**config.mk**
```make
export PLATFORM = sky130hd
export DESIGN_NAME = aoi21_pipe_bank_flat
export DESIGN_NICKNAME = d
export VERILOG_FILES = /design/src/rtl/aoi21_pipe_pkg.sv /design/src/rtl/aoi21_pipe_bank_if.sv /design/src/rtl/aoi21_pipe_slot.sv /design/src/rtl/aoi21_pipe_bank.sv /design/src/flat_wrapper.sv
export SDC_FILE = /design/constraint.sdc
export NUM_CORES = 1
export LEC_CHECK = 0
export BUFFER_PORTS_ARGS = -buffer_cell sky130_fd_sc_hd__buf_4
export CAP_MARGIN = 20
export CORE_MARGIN = 3
export CORE_UTILIZATION = 55
export DETAILED_ROUTE_END_ITERATION = 7
export GPL_ROUTABILITY_DRIVEN = 0
export GPL_TIMING_DRIVEN = 0
export PLACE_DENSITY = 0.85
export SYNTH_ARGS = -nofsm -noshare
export SYNTH_HDL_FRONTEND = slang
export SYNTH_SLANG_ARGS = --single-unit
```
**constraint.sdc**
```tcl
create_clock -name CK -period 3.6 [get_ports CK]
set_clock_uncertainty 0.1 [all_clocks]
set_input_delay 0.54 -clock CK [delete_from_list [all_inputs] [get_ports CK]]
set_output_delay 0.54 -clock CK [all_outputs]
set_load 0.03 [all_outputs]
```
**src/rtl/aoi21_pipe_pkg.sv**
```systemverilog
// Shared types and the per-lane compound gate function for the AOI21 pipeline bank.
package aoi21_pipe_pkg;

  typedef enum logic [1:0] {
    MODE_AOI21 = 2'b00,
    MODE_OAI21 = 2'b01,
    MODE_AO21  = 2'b10,
    MODE_OA21  = 2'b11
  } mode_e;

  typedef enum logic [1:0] {
    OCC_EMPTY = 2'd0,
    OCC_ONE   = 2'd1,
    OCC_TWO   = 2'd2
  } occ_e;

  function automatic logic lane_fn(mode_e mode, logic a, logic b1, logic b2);
    logic res;
    case (mode)
      MODE_AOI21: res = ~(a | (b1 & b2));
      MODE_OAI21: res = ~(a & (b1 | b2));
      MODE_AO21:  res =  (a | (b1 & b2));
      default:    res =  (a & (b1 | b2));
    endcase
    return res;
  endfunction

endpackage

```
**src/rtl/aoi21_pipe_bank_if.sv**
```systemverilog
// Producer/consumer handshake bundle of the AOI21 pipeline bank.
interface aoi21_pipe_bank_if #(
  parameter int WIDTH = 8,
  parameter int CNT_W = 16
);
  logic             in_valid;
  logic             in_ready;
  logic [1:0]       mode;
  logic [WIDTH-1:0] A;
  logic [WIDTH-1:0] B1;
  logic [WIDTH-1:0] B2;
  logic             out_valid;
  logic             out_ready;
  logic [WIDTH-1:0] ZN;
  logic             zn_par;
  logic [CNT_W-1:0] xfer_cnt;

  modport master (
    output in_valid, mode, A, B1, B2, out_ready,
    input  in_ready, out_valid, ZN, zn_par, xfer_cnt
  );

  modport slave (
    input  in_valid, mode, A, B1, B2, out_ready,
    output in_ready, out_valid, ZN, zn_par, xfer_cnt
  );
endinterface

```
**src/rtl/aoi21_pipe_slot.sv**
```systemverilog
// One buffer entry: a load-enabled register cleared asynchronously by RN.
module aoi21_pipe_slot #(
  parameter int DW = 8
) (
  input  logic          CK,
  input  logic          RN,
  input  logic          load,
  input  logic [DW-1:0] d,
  output logic [DW-1:0] q
);

  always_ff @(posedge CK or negedge RN) begin
    if (!RN) begin
      q <= '0;
    end else if (load) begin
      q <= d;
    end
  end

endmodule

```
**src/rtl/aoi21_pipe_bank.sv**
```systemverilog
// WIDTH-lane selectable AOI21/OAI21/AO21/OA21 bank feeding a 2-entry valid/ready buffer.
// Optional parity storage is enabled by `define AOI21_PIPE_PARITY_EN.
module aoi21_pipe_bank
  import aoi21_pipe_pkg::*;
#(
  parameter int WIDTH = 8,
  parameter int CNT_W = 16
) (
  input logic              CK,
  input logic              RN,
  aoi21_pipe_bank_if.slave bus
);

`ifdef AOI21_PIPE_PARITY_EN
  localparam int DW = WIDTH + 1;
`else
  localparam int DW = WIDTH;
`endif

  occ_e             occ_reg;
  logic [CNT_W-1:0] xfer_cnt_reg;
  logic [WIDTH-1:0] result;
  logic [DW-1:0]    entry_new;
  logic [DW-1:0]    head_q;
  logic [DW-1:0]    tail_q;
  logic [DW-1:0]    head_d;
  logic             head_load;
  logic             tail_load;
  logic             push;
  logic             pop;

  genvar gi;
  generate
    for (gi = 0; gi < WIDTH; gi++) begin : g_lane
      assign result[gi] = lane_fn(mode_e'(bus.mode), bus.A[gi], bus.B1[gi], bus.B2[gi]);
    end
  endgenerate

`ifdef AOI21_PIPE_PARITY_EN
  assign entry_new  = {^result, result};
  assign bus.zn_par = head_q[WIDTH];
`else
  assign entry_new  = result;
  assign bus.zn_par = 1'b0;
`endif

  // RN gates in_ready directly so nothing is accepted while reset is held.
  assign bus.in_ready  = RN && (occ_reg != OCC_TWO);
  assign bus.out_valid = (occ_reg != OCC_EMPTY);
  assign bus.ZN        = head_q[WIDTH-1:0];
  assign bus.xfer_cnt  = xfer_cnt_reg;

  assign push = bus.in_valid && bus.in_ready;
  assign pop  = bus.out_valid && bus.out_ready;

  // Head takes the new word when it becomes (or stays) the only entry; otherwise tail moves up.
  assign head_load = ((occ_reg == OCC_EMPTY) && push) ||
                     ((occ_reg == OCC_ONE) && push && pop) ||
                     ((occ_reg == OCC_TWO) && pop);
  assign head_d    = (occ_reg == OCC_TWO) ? tail_q : entry_new;
  assign tail_load = (occ_reg == OCC_ONE) && push && !pop;

  aoi21_pipe_slot #(.DW(DW)) u_head (
    .CK   (CK),
    .RN   (RN),
    .load (head_load),
    .d    (head_d),
    .q    (head_q)
  );

  aoi21_pipe_slot #(.DW(DW)) u_tail (
    .CK   (CK),
    .RN   (RN),
    .load (tail_load),
    .d    (entry_new),
    .q    (tail_q)
  );

  always_ff @(posedge CK or negedge RN) begin
    if (!RN) begin
      occ_reg      <= OCC_EMPTY;
      xfer_cnt_reg <= '0;
    end else begin
      if (pop && (xfer_cnt_reg != {CNT_W{1'b1}})) begin
        xfer_cnt_reg <= xfer_cnt_reg + 1'b1;
      end
      case (occ_reg)
        OCC_EMPTY: if (push) occ_reg <= OCC_ONE;
        OCC_ONE: begin
          if (push && !pop)      occ_reg <= OCC_TWO;
          else if (!push && pop) occ_reg <= OCC_EMPTY;
        end
        OCC_TWO:   if (pop) occ_reg <= OCC_ONE;
        default:   occ_reg <= OCC_EMPTY;
      endcase
    end
  end

endmodule

```
**src/flat_wrapper.sv**
```systemverilog
// flat-port wrapper written by rule: the top's interface ports become plain ports
module aoi21_pipe_bank_flat import aoi21_pipe_pkg::*;
#(
  parameter int WIDTH = 8,
  parameter int CNT_W = 16
)
  (CK, RN, bus_in_valid, bus_mode, bus_A, bus_B1, bus_B2, bus_out_ready, bus_in_ready, bus_out_valid, bus_ZN, bus_zn_par, bus_xfer_cnt);
  aoi21_pipe_bank_if #(.WIDTH(WIDTH), .CNT_W(CNT_W)) bus_i ();
  input logic CK;
  input logic RN;
  input wire logic [$bits(bus_i.in_valid)-1:0] bus_in_valid;
  input wire logic [$bits(bus_i.mode)-1:0] bus_mode;
  input wire logic [$bits(bus_i.A)-1:0] bus_A;
  input wire logic [$bits(bus_i.B1)-1:0] bus_B1;
  input wire logic [$bits(bus_i.B2)-1:0] bus_B2;
  input wire logic [$bits(bus_i.out_ready)-1:0] bus_out_ready;
  output wire logic [$bits(bus_i.in_ready)-1:0] bus_in_ready;
  output wire logic [$bits(bus_i.out_valid)-1:0] bus_out_valid;
  output wire logic [$bits(bus_i.ZN)-1:0] bus_ZN;
  output wire logic [$bits(bus_i.zn_par)-1:0] bus_zn_par;
  output wire logic [$bits(bus_i.xfer_cnt)-1:0] bus_xfer_cnt;
  assign bus_i.in_valid = bus_in_valid;
  assign bus_i.mode = bus_mode;
  assign bus_i.A = bus_A;
  assign bus_i.B1 = bus_B1;
  assign bus_i.B2 = bus_B2;
  assign bus_i.out_ready = bus_out_ready;
  assign bus_in_ready = bus_i.in_ready;
  assign bus_out_valid = bus_i.out_valid;
  assign bus_ZN = bus_i.ZN;
  assign bus_zn_par = bus_i.zn_par;
  assign bus_xfer_cnt = bus_i.xfer_cnt;
  aoi21_pipe_bank #(.WIDTH(WIDTH), .CNT_W(CNT_W)) u_core (.CK(CK), .RN(RN), .bus(bus_i));
endmodule
```
==> out/summary.md, run 1 <==
The run finished with clean final reports. The number of global-route vias before repair came out at 1703. I/O pin total: 57.

The aggregate negative setup slack is 0 ps. Cells with a size suffix above 1 make up 33.89% of the layout. Timing would allow up to 0.4374 GHz. The number of gates resized after CTS was 0.

In the final design database the tool counted 270 nets. The repair_antennas step left the layout with diodes totalling 0. The area added between synthesis and finish is 28.58%. The register with the most flip-flops in the layout has 16 of them.

The floorplan step defined a core boundary enclosing 3128 um^2. The post-layout worst setup margin is 1314 ps, and the sequential fraction of the synthesis area is 45.73%. The per-cell routed wire length was 16.23 um; the global-route wire length before repair was 8.066 mm. The highest fanout seen on the critical path came out at 10. The type of the tightest min-delay check was input pin to asynchronous set/reset pin.

Of the post-synthesis cell area, the part taken by muxes is 6.052%. The first routing iteration left 152 violations. In the global route stage, met1 resource usage came out at 30.94%. The floorplan die height came out at 64.16 um. Clock-pin slew was measured on the worst setup and hold paths at 110 ps.

The width of the chip was 64.16 um; the number of flops mapped to enable cells by yosys was 0. The later pin in the worst-skew pair is clocked with a latency of 350 ps. The final antenna-violating net count is 0, and the number of buffers inserted by hold repair at cts is 0.

In this run the cell area measured after placement is 2313 um^2. Power spread over the standard cell area amounts to 593.2 nW/um^2. Critical path required time: 2960 ps.

The library cell used most frequently in the layout, excluding fill and tap cells, is buf_4. The flip-flop cell with the highest count after synthesis is dfrtp_1. No sink is reached through more buffers than the 2 on the longest clock path. In the routed layout, each cell is associated on average with a via count of 5.820. Wires add up to 4.594 mm. The met2 routing resource usage after global routing came out at 42.58%. STA classifies the critical path startpoint as a flip-flop.

The post-route minimum period was 2286 ps. The xor-xnor portion of the synthesized cell area is 8.944%, and the number of buffers inserted to repair setup after CTS is 0. For the post-route cell area, the log shows 2392 um^2. The total grt overflow is 0. The synthesized netlist occupies a cell area of 1861 um^2. The layer flagged by global routing as most heavily used is met2. The number of hold-slack violations in the final timing report was 0. The post-route clock period utilization came out at 63.50%.

Overall power consumption after layout is estimated at 1419 uW. The maximum number of pins on one net before global-route repair is 37. Kind of critical path: flip-flop to primary output.

For this run, design rule violations remaining after detail routing come to 0. Port buffering added 53 buffers. The synthesis warning total came out at 0. Clock tree synthesis selected as its root buffer the cell clkbuf_4. In this run the tightest slew margin relative to its limit is 47.13%.

The first detailed-routing pass ran for 4 iterations. The number of flip-flops and latches in the synthesized netlist came out at 34. TritonCTS built the clock tree.

Setup violations remaining at the end of the flow were counted as 0. The total die area came out at 4117 um^2. The synthesized netlist devotes 15.20% of its cell area to compound gates. In the global route stage, overall resource usage came out at 25.39%.

The basic-gate share of the synthesized area counting and, or, nand and nor cells works out to 19.84%. OpenSTA, run right after detailed placement, puts the worst setup slack at 1164 ps. For the number of different library cells in the post-synthesis netlist, the log shows 46. Across the VDD grid, the largest voltage drop is 0.4707 mV.

Buffers inserted during clock tree synthesis total 5. After synthesis, the largest family of logic cells by area is simple AND/OR/NAND/NOR gates. The initial utilization of the core area, before any placement, comes to 59.48%. A synthesized cell averages 10.45 um^2.

Detailed routing inserted a total of 1647 vias. The half-perimeter wire length of the detailed placement result was 3.411 mm. The run gives 20 as the floorplan row count. The H-tree was split into 2 levels. In the layout the commonest cells are buf_4 (54), dfrtp_1 (34), a21oi_1 (17). Global routing consumed, on the met3 layer, 7.557% of the routing resources. Share of synthesized flip-flops with an asynchronous set or reset: 100.0%. Setup repair after global routing left no endpoint under its margin.

Clock tree synthesis found a total of 34 sinks. The number of pins exceeding their max-slew limit in the final report was 0. Max-cap violations in this run came to 0.

The synthesized netlist devotes 1.345% of its cell area to adder and majority cells. The filler cells instantiated in the layout total 219. STA puts the critical path data arrival time at 1650 ps. In the synthesized netlist, the number of instances is 178. For this design the static power due to leakage is 0.001165 uW.

The initial antenna violation count was 0. At the pin with the least slew margin, the transition time is 786.3 ps. STA classifies the critical path endpoint as a primary output. When the netlist entered floorplanning its net count stood at 210. On the final layout, the worst hold slack is 18.11 ps.
area by class of cell:
type	count	area [um^2]	share of cell area [%]
multi-input combinational	134	959.7	40.12
sequential	34	850.8	35.56
timing repair buffer	53	397.9	16.63
clock buffer	8	78.83	3.295
tap	44	55.05	2.301
buffer	6	35.03	1.464
inverter	4	15.01	0.6276
where the power goes:
group / internal, uW / switching [uW]
registers: 496 / 98.3
clock network: 133 / 130
logic: 242 / 320
routing by layer:
metal,vias up,share of wire (%)
met4,0,2.5
li1,782,-
met5,-,0
met2,45,50
met3,11,4.8
met1,809,42
final timing paths:
check                                               start                              to  slack (ps)  cells after the start
setup / recovery            u_core.occ_reg[1]$_DFFE_PN0P_                    bus_in_ready        1310                      5
hold / removal                                         RN   u_core.occ_reg[0]$_DFFE_PN0P_          20                      1
setup reg to reg            u_core.occ_reg[1]$_DFFE_PN0P_   u_core.occ_reg[1]$_DFFE_PN0P_        1670                      6
hold reg to reg            u_core.u_tail.q[2]$_DFFE_PN0P_  u_core.u_tail.q[2]$_DFFE_PN0P_         410                      1
max in group asynchronous                              RN  u_core.u_head.q[7]$_DFFE_PN0P_        3060                      1
min in group CK                             bus_out_ready   u_core.occ_reg[1]$_DFFE_PN0P_         310                      2
metrics by stage:
stage | utilization [%] | instances
3_3_place_gp | 73.96 | 275
4_1_cts | 76.48 | 283
2_1_floorplan | - | 178
5_1_grt | 76.48 | 283
6_report | 76.48 | 283
3_5_place_dp | 73.96 | 275
worst max-delay path: stages, from the launching register on:
cell and delay [ps]:
dfrtp_1 340, clkbuf_2 180, nor2b_1 170, clkbuf_1 340
nor2b_1 80, buf_4 180
kinds of logic after synthesis:
group / count (synthesis)
AO/OA/AOI/OAI: 43
XOR/XNOR: 19
adder cells (fa/ha/maj): 2
buffers and inverters: 10
flip-flops: 34
multiplexers: 10
other: 1
AND/OR/NAND/NOR: 59
synthesized netlist by cell type (2+ instances only):
cell type	number	share of area, %
nor3_1	4	1.1
nor4_1	3	1.0
nand2b_1	4	1.3
nand3_1	3	0.81
nand4_2	2	1.3
and3_1	10	3.4
xnor2_1	10	4.7
inv_1	3	0.61
nand4_1	5	1.7
a21oi_1	17	4.6
ha_1	2	1.3
mux2_2	9	5.4
clkbuf_1	3	0.61
o21ai_0	8	2.2
nand2_1	5	1.0
xor2_1	9	4.2
dfrtp_1	34	46
nor2b_1	4	1.3
a31oi_1	2	0.67
nor2_1	8	1.6
a221o_1	8	4.3
Power figures use the tool's default switching activity.
==> run 2: changes to the inputs <==
- CORE_UTILIZATION: 55 -> 46
- PLACE_DENSITY: 0.85 -> 0.76
- clock period: 3.6 -> 1.98 ns (I/O delays scaled with it)
==> run 2 against run 1 <==
Effect of this change: register-to-register slack worse by 1600 ps; non-clock buffer count up 2; first-iteration DRC count down 32%; die area up 18%; sequential power up 82%; cell area up 2.0%; critical path type is now flip-flop to flip-flop; largest cell class unchanged.
==> out/summary.md, run 2 (synthesis gave the netlist of run 1 again) <==
The number of buffers between clock root and the deepest sink is 2 (unchanged), and the global-route wire length before repair is 7.141 mm (-11%). The number of vias per cell after detailed routing was 5.450 (-6.4%); the total grt overflow was 0 (unchanged). The net total in the final layout is 272 (+0.74%), and the sum of routed wire segments on met1 is 1.930 mm (-0.97%). The maximum number of pins on one net before global-route repair is 35 (-5.4%).

Setup repair after global routing left no endpoint under its margin. The tools report the effective utilization at floorplan as 49.34% (-10 points). For the setup slack on the worst flop-to-flop path, the log shows 40 ps (-1630 ps). For the I/O pin total, the log shows 57 (unchanged). Endpoint of the worst register-to-register path: u_core.u_head.q[5]$_DFFE_PN0P_. The maximum level of the CTS H-tree came out at 2 (unchanged).

The worst hold path passes through 2 cells. The worst min-delay path endpoint is u_core.occ_reg[1]$_DFFE_PN0P_. The start point of the worst min-delay path was bus_out_ready.

TritonCTS built the clock tree. The kind of critical path was flip-flop to flip-flop. Tracing the worst setup path back leads to its startpoint at u_core.occ_reg[0]$_DFFE_PN0P_. The largest vdd supply drop came out at 0.8026 mV (+71%).

Startpoint class of the critical path: a flip-flop. The width of the chip was 69.60 um (+8.5%). The depth of the most critical reg-to-reg path was 4 (-2). The share of cells above drive strength 1 came out at 34.02% (+0.13 points). In the layout the commonest cells are buf_4 (54), dfrtp_1 (34), a21oi_1 (17).

The post-route cell area came out at 2441 um^2 (+2.0%). The slew of the pin with the lowest slew margin is 959.4 ps (+173.0 ps), and the leakage dissipation is 0.001185 uW (+1.8%). The floorplan die height is 69.60 um (+8.5%), and the half-perimeter wire length of the detailed placement result is 3.110 mm (-8.8%). The tools report the number of max-capacitance violations reported as 0 (unchanged).

The DRC marker count from the first detailed-route iteration was 104 (-32%). The number of pins exceeding their max-slew limit in the final report was 0 (unchanged). STA classifies the critical path endpoint as a flip-flop.

The total length of routed met3 wires came out at 145 um (-34%). The count of endpoints failing setup in the final report was 0 (unchanged); the antenna diode count was 0 (unchanged). Clock network latency to the later pin of the worst-skew pair: 280 ps (-70 ps).

The sink count of the clock tree is 34 (unchanged), and the via count is 1575 (-4.4%). The routed wire length is 4.248 mm (-7.5%), and the maximum clock frequency is 0.5145 GHz. The port buffer count came out at 53 (unchanged). Clock input transition at the sequential cells of the worst setup and hold paths: 70 ps (-40 ps). The flow ran to the end, and the final reports show no timing, DRC or antenna violations.

The overall power consumption is 2628 uW (+85%), and the floorplan row count is 22 (+10%). The tools report the critical path required time as 2100 ps (-860 ps). The aggregate global-route resource usage came out at 18.09% (-7.3 points). The highest layer used for signal routing was met4. The per-cell routed wire length is 14.70 um (-9.5%), and the total die area is 4843 um^2 (+18%).

The tools report the area of placed instances as 2318 um^2 (+0.22%). The run gives 1548 (-9.1%) as the number of global-route vias before repair. The tree is rooted in a clkbuf_8. The core outline area was 3771 um^2 (+21%); the power density normalized to cell area was 1076 nW/um^2 (+81%).

Compared with the post-synthesis result, the final layout area differs by 31.20%. The tools report the number of buffers inserted to repair setup after CTS as 0 (unchanged). The length of routed met2 wiring is 2.135 mm (-7.7%), and the initial antenna violation count is 0 (unchanged). The logs give 64.73% (-12 points) for the post-layout utilization of the core and 2060 ps (+410 ps) for the endpoint arrival time on the critical path. The aggregate negative setup slack is 0 ps (unchanged). The run gives 35.50% (-12 points) as the headroom to the max-slew limit. Remaining design rule violation count: 0 (unchanged). The min-delay analysis places its worst path in the category input pin to flip-flop. The tools report the number of buffers added by the clock tree synthesis step as 5 (unchanged).

The startpoint of the most critical register-to-register path was u_core.occ_reg[0]$_DFFE_PN0P_. The number of hold-slack violations in the final timing report was 0 (unchanged). Leaving out fill and tap cells, the most frequent cell in the layout is buf_4. The final antenna-violating net count was 0 (unchanged). The number of flip-flops under the largest register name was 16 (unchanged). Post-route clock period utilization: 98.16%. The count of TritonRoute iterations in the first routing pass was 4 (unchanged).

Post-route minimum period: 1943 ps. The highest fanout seen on the critical path came out at 9 (-1).
[run 2: critical path, cell delays in order, from the launching register on]
cell and delay, ps:
dfrtp_1 460, nor2b_1 170, o31ai_1 770, and3_1 250, a221o_1 120
[run 2: stage by stage]
step                      setup slack (ps)  hold slack [ps]  std cells
after global routing                 15.07            157.9        289
after global placement              -262.6            176.7        279
after detailed placement            -293.5            175.6        279
after floorplan                      133.4           -98.59        178
after CTS                            1.929            160.8        289
final                                36.50            156.0        289
[run 2: worst max-delay path by stage]
stage	end	cells past startpoint
after floorplan	u_core.bus.xfer_cnt[1]$_DFFE_PN0P_	4
after global placement	u_core.u_head.q[7]$_DFFE_PN0P_	5
after detailed placement	u_core.u_head.q[5]$_DFFE_PN0P_	5
after CTS	bus_in_ready	5
after global routing	bus_in_ready	5
final	u_core.u_head.q[5]$_DFFE_PN0P_	4
[run 2: area by class of cell]
class	instances	area (um^2)
Fill cell	317	1330
Multi-Input combinational cell	134	959.7
Sequential cell	34	850.8
Timing Repair Buffer	55	427.9
Clock buffer	7	86.33
Tap cell	48	60.06
Buffer	6	36.28
Inverter	4	15.01
Clock inverter	1	5.005
[run 2: timing repair]
item                                   CTS  global route
cloned                                   0             0
endpoints found under the hold margin   34             0
hold buffers                             2             0
resized for setup                        0             2
setup endpoints to repair                2             3
[run 2: layer usage]
layer / track usage (%) / vias to the layer above
met1: 23.86 / 762
met3: 4.203 / 4
met5: 0 / -
met2: 29.98 / 22
met4: 4.555 / 0
li1: - / 787
[run 2: power by group]
part | total, uW | switching (uW) | internal [uW]
registers | 1080 | 176 | 904
logic | 1020 | 575 | 448
clock network | 526 | 245 | 280
total | 2630 | 996 | 1630
